===== src/rtl/freq_meter_pkg.sv =====
// Shared definitions for the gated frequency meter: FSM encoding and default sizing.
// Defaults give a 1 ms gate at 100 MHz, so the result reads directly in kHz.
package freq_meter_pkg;

    typedef enum logic {
        IDLE = 1'b0,
        GATE = 1'b1
    } fm_state_t;

    localparam int DEF_GATE_CYCLES = 100000;
    localparam int DEF_COUNT_WIDTH = 20;

endpackage


===== src/rtl/sync_edge_det.sv =====
// Two-flop synchronizer plus one delay stage; emits a one-cycle pulse on each
// rising edge of an asynchronous input. Also used for buttons and external pins.
module sync_edge_det (
    input  logic clk,
    input  logic rst,
    input  logic d,
    output logic edge_pulse
);

    logic s1;
    logic s2;
    logic s3;

    always_ff @(posedge clk) begin
        if (rst) begin
            s1 <= 1'b0;
            s2 <= 1'b0;
            s3 <= 1'b0;
        end else begin
            s1 <= d;
            s2 <= s1;
            s3 <= s2;
        end
    end

    assign edge_pulse = s2 & ~s3;

endmodule


===== src/rtl/freq_meter.sv =====
// Gated frequency counter: counts rising edges of sig_in over GATE_CYCLES clk
// cycles and publishes the result with a one-cycle valid strobe.
module freq_meter
    import freq_meter_pkg::*;
#(
    parameter int GATE_CYCLES = DEF_GATE_CYCLES,
    parameter int COUNT_WIDTH = DEF_COUNT_WIDTH
) (
    input  logic                   clk,
    input  logic                   rst,
    input  logic                   sig_in,
    input  logic                   start,
    input  logic                   cont,
    output logic                   busy,
    output logic [COUNT_WIDTH-1:0] count,
    output logic                   overflow,
    output logic                   valid
);

    localparam int GATE_W = (GATE_CYCLES > 1) ? $clog2(GATE_CYCLES) : 1;
    localparam logic [GATE_W-1:0]      GATE_LOAD = GATE_W'(GATE_CYCLES - 1);
    localparam logic [COUNT_WIDTH-1:0] CNT_MAX   = '1;

    function automatic logic [COUNT_WIDTH-1:0] sat_inc(
        input logic [COUNT_WIDTH-1:0] v,
        input logic                   inc
    );
        if (inc && (v != CNT_MAX))
            return v + COUNT_WIDTH'(1);
        return v;
    endfunction

    function automatic logic sat_hit(
        input logic [COUNT_WIDTH-1:0] v,
        input logic                   inc
    );
        return inc && (v == CNT_MAX);
    endfunction

    fm_state_t              state;
    fm_state_t              state_nxt;
    logic [GATE_W-1:0]      gate_cnt;
    logic [GATE_W-1:0]      gate_nxt;
    logic [COUNT_WIDTH-1:0] edge_cnt;
    logic [COUNT_WIDTH-1:0] ecnt_nxt;
    logic                   sat_q;
    logic                   sat_nxt;
    logic [COUNT_WIDTH-1:0] count_nxt;
    logic                   ovf_nxt;
    logic                   vld_p1;
    logic                   vld_nxt;
    logic                   edge_p0;

    sync_edge_det u_sync (
        .clk        (clk),
        .rst        (rst),
        .d          (sig_in),
        .edge_pulse (edge_p0)
    );

    always_ff @(posedge clk) begin
        if (rst) begin
            state    <= IDLE;
            gate_cnt <= '0;
            edge_cnt <= '0;
            sat_q    <= 1'b0;
            count    <= '0;
            overflow <= 1'b0;
            vld_p1   <= 1'b0;
        end else begin
            state    <= state_nxt;
            gate_cnt <= gate_nxt;
            edge_cnt <= ecnt_nxt;
            sat_q    <= sat_nxt;
            count    <= count_nxt;
            overflow <= ovf_nxt;
            vld_p1   <= vld_nxt;
        end
    end

    always_comb begin
        state_nxt = state;
        gate_nxt  = gate_cnt;
        ecnt_nxt  = edge_cnt;
        sat_nxt   = sat_q;
        count_nxt = count;
        ovf_nxt   = overflow;
        vld_nxt   = 1'b0;
        case (state)
            IDLE: begin
                if (start) begin
                    state_nxt = GATE;
                    gate_nxt  = GATE_LOAD;
                    ecnt_nxt  = '0;
                    sat_nxt   = 1'b0;
                end
            end
            GATE: begin
                if (gate_cnt == '0) begin
                    // Fold the final cycle's edge into the result so back-to-back
                    // windows lose nothing at the boundary.
                    count_nxt = sat_inc(edge_cnt, edge_p0);
                    ovf_nxt   = sat_q | sat_hit(edge_cnt, edge_p0);
                    vld_nxt   = 1'b1;
                    ecnt_nxt  = '0;
                    sat_nxt   = 1'b0;
                    if (cont) begin
                        gate_nxt = GATE_LOAD;
                    end else begin
                        gate_nxt  = '0;
                        state_nxt = IDLE;
                    end
                end else begin
                    ecnt_nxt = sat_inc(edge_cnt, edge_p0);
                    sat_nxt  = sat_q | sat_hit(edge_cnt, edge_p0);
                    gate_nxt = gate_cnt - GATE_W'(1);
                end
            end
            default: state_nxt = IDLE;
        endcase
    end

    assign busy  = (state == GATE);
    assign valid = vld_p1;

endmodule


===== config.mk =====
export PLATFORM = sky130hd
export DESIGN_NAME = freq_meter
export DESIGN_NICKNAME = d
export VERILOG_FILES = /design/src/rtl/freq_meter_pkg.sv /design/src/rtl/sync_edge_det.sv /design/src/rtl/freq_meter.sv
export SDC_FILE = /design/constraint.sdc
export NUM_CORES = 1
export LEC_CHECK = 0
export BUFFER_PORTS_ARGS = -buffer_cell sky130_fd_sc_hd__clkbuf_2
export CAP_MARGIN = 20
export CORE_UTILIZATION = 59
export DETAILED_ROUTE_END_ITERATION = 7
export PLACE_DENSITY = 0.87
export SLEW_MARGIN = 40
export SYNTH_ARGS = -nofsm -noshare
export SYNTH_HDL_FRONTEND = slang
export SYNTH_SLANG_ARGS = --single-unit

===== constraint.sdc =====
create_clock -name clk -period 3.05 [get_ports clk]
set_input_delay 0.7625 -clock clk [delete_from_list [all_inputs] [get_ports clk]]
set_output_delay 0.7625 -clock clk [all_outputs]
set_load 0.1 [all_outputs]

==> results.txt, run 1 <==
----------------------------------------------------
[Worst setup path]
  Crit path capture type ... register
  Biggest fanout along the worst timing path ... 14
  Cell chain of the critical path ... nor4_1 > or4b_4 > o31ai_4 > o21ai_1 > a211oi_1
  Slowest stage cell, crit path ... or4b_4
  Max incr delay on CP ... 0.59 ns
  WP data arrival ... 2.87 ns
  Critical setup path kind ... reg -> reg
  Worst endpoint required time ... 3.31 ns
  Sum of buffers and inverters on the critical path ... 0
  Family of cells with the greatest summed delay on the critical path ... simple AND/OR/NAND/NOR gates
  Type of element launching the critical path ... register

[Outcome]
  Status ... finished clean

[GRT]
  Global-route usage over all layers ... 0.284
  Number of antenna violations at the first check in global routing ... 0
  Vias in the first global route ... 2,918
  Final global-route overflow total ... 0
  First-pass GRT wire length ... 13.3 mm
  Pin count of the biggest net entering global routing ... 33

[Detailed routing]
  Post-route ant nets ... 0
  Via total after detailed routing ... about 3.2k
  DRC violation count after routing ... 0
  Drt first pass iters ... 7
  Detailed-route wire length ... roughly 8 mm
  Routed WL per cell ... around 16 um
  1st-iter DRT viols ... around 210
  Routed via count divided by cell count ... ~6.3

[Yosys]
  Average instance area after synthesis ... about 8.2 um2
  Fraction of the yosys area taken by sequential cells ... 0.389
  FFs w/ async S/R, synth ... 0
  Mapped Nets ... between 400 and 500
  Synthesized netlist cell count ... roughly 400
  Count of yosys warnings during synthesis ... 0
  Ys flop type ... dfxtp_1
  Library cells used by synthesis ... 55
  Number of enable-type register cells in the synthesized netlist ... 0
  Cell area after synthesis ... roughly 3300 um2
  Number of synthesized register bits ... 64

[Final layout]
  Count of antenna diodes in the layout ... 0
  Largest registers ... count (20), edge_cnt (20), gate_cnt (17)
  Final net count ... 436
  Filler-free cell count of the finished design ... between 500 and 600
  Share of cells above drive strength 1 ... 0.150
  Relative area change from synthesis to final layout ... 12.4%

[Clocking]
  TritonCTS clock tree ... yes
  CTS root buffer ... clkbuf_8
  Maximum buffer depth of the clock tree ... 2
  Clock transition at path regs ... 0.07 ns
  Clock net sink count ... 64
  Total clock buffers created by CTS ... 9
  Clock latency on the worst-skew pair ... about 0.35 ns
  Gates resized, CTS repair ... 0
  Setup bufs post-CTS ... 0
  Max H-tree Level ... 3
  Post-CTS Hold Fix Bufs ... 0

[Placed design]
  Placed Instances ... a little under 500
  Worst slack at placement ... between 0.5 and 0.6 ns
  Routability-driven placement congestion ratio ... around 0.94
  Number of buffers inserted by port buffering ... 27
  Final HPWL DP ... about 5.4 mm

[Die]
  Floorplan die width ... approximately 77 um
  Die ar. ... 5890 um2
  Area of the core ... 5240 um2
  Initial core utilization ... 0.629
  DIE HEIGHT ... between 70 and 80 um
  Top Ports ... 28
  Row cnt ... 26

[Timing]
  Setup repair after global routing missed its margin ... no
  Final number of max-transition violations ... 0
  Setup-violating endpoint count in the final report ... 0
  F_max ... roughly 380 MHz
  Setup TNS Final ... 0 ns
  Final hold violation count ... 0
  Min setup slack post-route ... 0.445 ns
  Final Skew ... 0.00865 ns
  Transition time at the pin with the least slew margin ... ~0.8 ns
  Tcrit/Tclk final ... 0.854
  Rel. slew slack ... 0.466
  Tmin final ... around 2.6 ns

[Power and ir drop]
  Pleak ... between 1 and 1.5 nW
  Peak supply drop ... 0.000318 V
  PD cells ... roughly 520 nW/um2

[Worst hold path]
  HP Class ... reg -> reg

[Job]
  Count of maximum capacitance violations ... 0

----------------------------------------------------
-- cell usage after synthesis (4+ instances only) --
master	number	area, um2
and4_1	4	35.0
a211oi_1	22	165
or3_1	4	25.0
nor4_1	15	93.8
nor2b_1	4	25.0
a311oi_1	9	78.8
clkbuf_1	13	48.8
nand3_1	14	70.1
nor2_1	39	146
buf_2	7	35.0
nand4_1	7	43.8
nor3_1	22	110
dfxtp_1	64	1280
inv_1	14	52.6
a21oi_1	28	140
xnor2_1	13	114
o21ai_0	15	75.1
a31oi_1	11	68.8
nand2b_1	6	37.5
nand2_1	33	124
or4_1	4	30.0
-- per-layer routing --
layer  vias up  global-route usage  wire length (um)
met4         0               0.156               175
met1      1507               0.346              3530
met5         -                   0                 0
met2       105               0.464              3920
met3        19              0.0607               405
li1       1547                   -                 -
-- logic make-up after synthesis --
kind of cell / after synthesis / synth area share
AND/OR/NAND/NOR: 173 / 0.280
AO/OA/AOI/OAI: 107 / 0.217
flip-flops: 64 / 0.389
buffers and inverters: 37 / 0.0471
XOR/XNOR: 16 / 0.0425
multiplexers: 4 / 0.0129
adder cells (fa/ha/maj): 3 / 0.0114
-- per-stage QoR --
stage / hold WS [ns] / cell area, um2 / power [mW] / util
2_1_floorplan: 0.414 / 3300 / 1.09 / -
3_3_place_gp: 0.418 / 3490 / 1.14 / 0.666
3_5_place_dp: 0.431 / 3490 / 1.15 / 0.666
4_1_cts: 0.447 / 3700 / 1.94 / 0.707
5_1_grt: 0.463 / 3700 / 2.00 / 0.707
6_report: 0.442 / 3700 / 1.93 / 0.707
-- path summary, 6_finish.rpt --
path / start / to / slack, ns / cells past startpoint
worst max-delay path: gate_cnt[11] / gate_cnt[10] / 0.44 / 5
worst min-delay path: u_sync.s1 / u_sync.s2 / 0.44 / 1
worst max register to register: gate_cnt[11] / gate_cnt[10] / 0.44 / 5
worst min register to register: u_sync.s1 / u_sync.s2 / 0.44 / 1
-- layout by cell type (no fill, tap or decap), types with 3 or more instances in the layout --
| cell | netlist | final |
|---|---|---|
| or4_1 | 4 | 4 |
| clkbuf_8 | 0 | 10 |
| clkbuf_1 | 13 | 3 |
| nand3_1 | 14 | 14 |
| and2_1 | 3 | 3 |
| nand2_1 | 33 | 33 |
| a31oi_1 | 11 | 11 |
| buf_4 | 0 | 9 |
| o21ai_0 | 15 | 15 |
| nor4_1 | 15 | 15 |
| xnor2_1 | 13 | 13 |
| o21bai_1 | 3 | 3 |
| nor3_1 | 22 | 22 |
| nor2_1 | 39 | 39 |
| o21ai_1 | 3 | 3 |
| a21oi_1 | 28 | 28 |
| nand4_1 | 7 | 7 |
| and4_1 | 4 | 4 |
| xor2_1 | 3 | 3 |
| inv_1 | 14 | 14 |
| or3_1 | 4 | 4 |
| nor2b_1 | 4 | 4 |
| o211ai_1 | 3 | 3 |
| clkbuf_2 | 0 | 27 |
| a311oi_1 | 9 | 9 |
| ha_1 | 3 | 3 |
| dfxtp_1 | 64 | 64 |
| nand2b_1 | 6 | 6 |
| or2_2 | 3 | 3 |
| a211oi_1 | 22 | 22 |
-- power by group --
part	switching [mW]	internal, mW	leakage, nW
registers	0.0303	0.862	0.520
clock network	0.317	0.482	0.108
logic	0.166	0.0757	0.598
-- area by class of cell --
cell class                 instances  area [um2]
clock buffer                      13         149
sequential                        64        1280
multi-input combinational        303        1870
timing repair buffer              36         203
clock inverter                     3        65.1
tap                               70        87.6
inverter                          14        52.6
fill                             413        1530
Power figures use the tool's default switching activity.
==> run 2, diff against run 1 <==
--- a/config.mk
+++ b/config.mk
@@ -7,9 +7,9 @@
 export LEC_CHECK = 0
 export BUFFER_PORTS_ARGS = -buffer_cell sky130_fd_sc_hd__clkbuf_2
 export CAP_MARGIN = 20
-export CORE_UTILIZATION = 59
+export CORE_UTILIZATION = 54
 export DETAILED_ROUTE_END_ITERATION = 7
-export PLACE_DENSITY = 0.87
+export PLACE_DENSITY = 0.84
 export SLEW_MARGIN = 40
 export SYNTH_ARGS = -nofsm -noshare
 export SYNTH_HDL_FRONTEND = slang
==> constraint.sdc (replaced) <==
create_clock -name clk -period 2.1 [get_ports clk]
set_input_delay 0.525 -clock clk [delete_from_list [all_inputs] [get_ports clk]]
set_output_delay 0.525 -clock clk [all_outputs]
set_load 0.1 [all_outputs]
==> run 2 against run 1 <==
Against the previous run:
- the run now ends with setup timing left
- worst hold slack worse by 0.057 ns
- final cell count grew 16%
- combinational power increased by 120%
- cell area increased by 21%
- clock power increased by 34%
- sequential share of layout area fell by 5.8 points
- power rose by 50%
- flip-flop and latch count stayed put
- global-route usage is 3.4 points higher
- non-clock buffer count up 77
- sequential power increased by 46%
- wire length rose by 30%
==> results.txt, run 2 (synthesized netlist as in run 1, its figures left out) <==
----------------------------------------------------
[Outcome]
  Status ... finished with violations
  Failing checks ... setup timing

[Timing]
  Min setup slack post-route ... -0.234 ns
  Setup repair after global routing missed its margin ... yes
  Setup-violating endpoint count in the final report ... between 50 and 60
  Tmin final ... about 2.3 ns
  Tcrit/Tclk final ... 1.11
  Final number of max-transition violations ... 0
  Transition time at the pin with the least slew margin ... roughly 0.55 ns
  Final hold slack ... around 0.38 ns
  Rel. slew slack ... 0.638
  Final Skew ... 0.00780 ns
  F_max ... between 400 and 500 MHz
  Final hold violation count ... 0

[Clocking]
  Clock transition at path regs ... 0.07 ns
  Post-CTS Hold Fix Bufs ... 0
  TritonCTS clock tree ... yes
  CTS root buffer ... clkbuf_8
  Maximum buffer depth of the clock tree ... 2
  Clock net sink count ... 64
  Max H-tree Level ... 3
  Clock latency on the worst-skew pair ... 0.35 ns
  Total clock buffers created by CTS ... 9

[Detailed routing]
  Drt first pass iters ... 6
  Routed WL per cell ... ~18 um
  1st-iter DRT viols ... ~350
  DRC violation count after routing ... 0
  Post-route ant nets ... 0
  Detailed-route wire length ... approximately 10 mm
  Via total after detailed routing ... approximately 3.7k
  Routed via count divided by cell count ... between 6 and 7

[Final layout]
  Share of cells above drive strength 1 ... 0.344
  Most used cells in the layout excluding fill and tap cells ... buf_4, dfxtp_1, nor2_1, nand2_1, clkbuf_2
  Final-layout fill cell count ... between 400 and 500
  Most common cell after layout, fill and taps aside ... buf_4
  Final net count ... around 510
  Count of antenna diodes in the layout ... 0
  Relative area change from synthesis to final layout ... 35.9%
  Filler-free cell count of the finished design ... 583
  Largest registers ... count (20), edge_cnt (20), gate_cnt (17)

[Worst setup path]
  Worst endpoint required time ... around 2.3 ns
  Type of element launching the critical path ... register
  Flop-to-flop setup slack ... -0.23 ns
  Capture instance of the worst register-to-register path ... count[15]
  Biggest fanout along the worst timing path ... 12
  Last element of the critical path ... count[15]
  Launching element of the worst setup path ... gate_cnt[6]
  Critical setup path kind ... reg -> reg
  Crit path capture type ... register
  FF-to-FF Start ... gate_cnt[6]
  Cell depth of the worst flop-to-flop path ... 6
  WP data arrival ... ~2.6 ns

[Power and ir drop]
  Peak supply drop ... between 0.0004 and 0.0005 V
  PD cells ... around 650 nW/um2
  Pleak ... 1.66 nW
  Final Power ... ~2.9 mW

[GRT]
  Pin count of the biggest net entering global routing ... 24
  Met1 Use GR ... 0.390
  Number of antenna violations at the first check in global routing ... 0
  Routing usage on met2 ... 0.531
  Gr busiest metal ... met2
  Final global-route overflow total ... 0
  First-pass GRT wire length ... approximately 16 mm
  Vias in the first global route ... between 3k and 4k
  Met3 Track Usage GR ... 0.0693
  Global-route usage over all layers ... 0.318

[Placed design]
  Placed Instances ... ~560
  Number of buffers inserted by port buffering ... 27
  Final HPWL DP ... ~6.8 mm
  Routability-driven placement congestion ratio ... 0.925

[Die]
  Row cnt ... 28
  DIE HEIGHT ... ~80 um
  Initial core utilization ... 0.557
  Top Ports ... 28
  Floorplan die width ... approximately 80 um
  Die ar. ... 6420 um2
  Area of the core ... ~5900 um2

[Job]
  Count of maximum capacitance violations ... 0

[Worst hold path]
  Worst hold path cell count ... 2
  HP Class ... in -> reg

----------------------------------------------------
-- run 2: worst min path at each step --
stage                end  slack, ns      start
2_1_floorplan  u_sync.s2       0.41  u_sync.s1
3_3_place_gp   u_sync.s2       0.42  u_sync.s1
3_5_place_dp   u_sync.s2       0.43  u_sync.s1
4_1_cts        u_sync.s1       0.39     sig_in
5_1_grt        u_sync.s1       0.40     sig_in
6_report       u_sync.s1       0.38     sig_in
-- run 2: through the flow --
stage / util / area [um2] / setup TNS [ns] / setup slack, ns
after CTS: 0.723 / 4280 / -3.83 / -0.158
final: 0.756 / 4480 / -4.65 / -0.234
after detailed placement: 0.678 / 4010 / -3.19 / -0.203
after floorplan: - / 3330 / -2.18 / -0.0925
after global routing: 0.756 / 4480 / -8.15 / -0.272
after global placement: 0.678 / 4010 / -1.21 / -0.142
-- run 2: where the power goes --
group,leakage (nW),switching (mW),total [mW],internal [mW]
Clock,0.0973,0.475,1.07,0.597
Sequential,0.521,0.0447,1.30,1.25
Combinational,1.04,0.322,0.524,0.202
Total,1.66,0.842,2.89,2.05
-- run 2: timing repair --
action,CTS,global route
hold endpoints to repair,0,0
setup buffers,3,8
cloned,1,1
pin swaps,2,7
gates resized for setup,12,32
endpoints found under the setup margin,47,60
-- run 2: routing by layer --
layer | vias to the layer above | part of all wire
met2 | 209 | 0.48
li1 | 1704 | -
met4 | 0 | 0.029
met3 | 38 | 0.083
met5 | - | 0
met1 | 1731 | 0.41
-- run 2: area by class of cell --
type,instances,area (um2),share of cell area
multi-input combinational,303,2040,0.455
sequential,64,1290,0.288
timing repair buffer,113,813,0.182
clock buffer,11,151,0.0338
tap,75,93.8,0.0210
inverter,14,52.6,0.0117
clock inverter,3,42.5,0.00950
-- run 2: critical path, stage by stage, from the launching register on --
cell	delay, ns
dfxtp_2	0.32
or4_4	0.53
or4b_4	0.55
nor3_4	0.24
buf_6	0.19
nor2_1	0.08
nor4_2	0.32
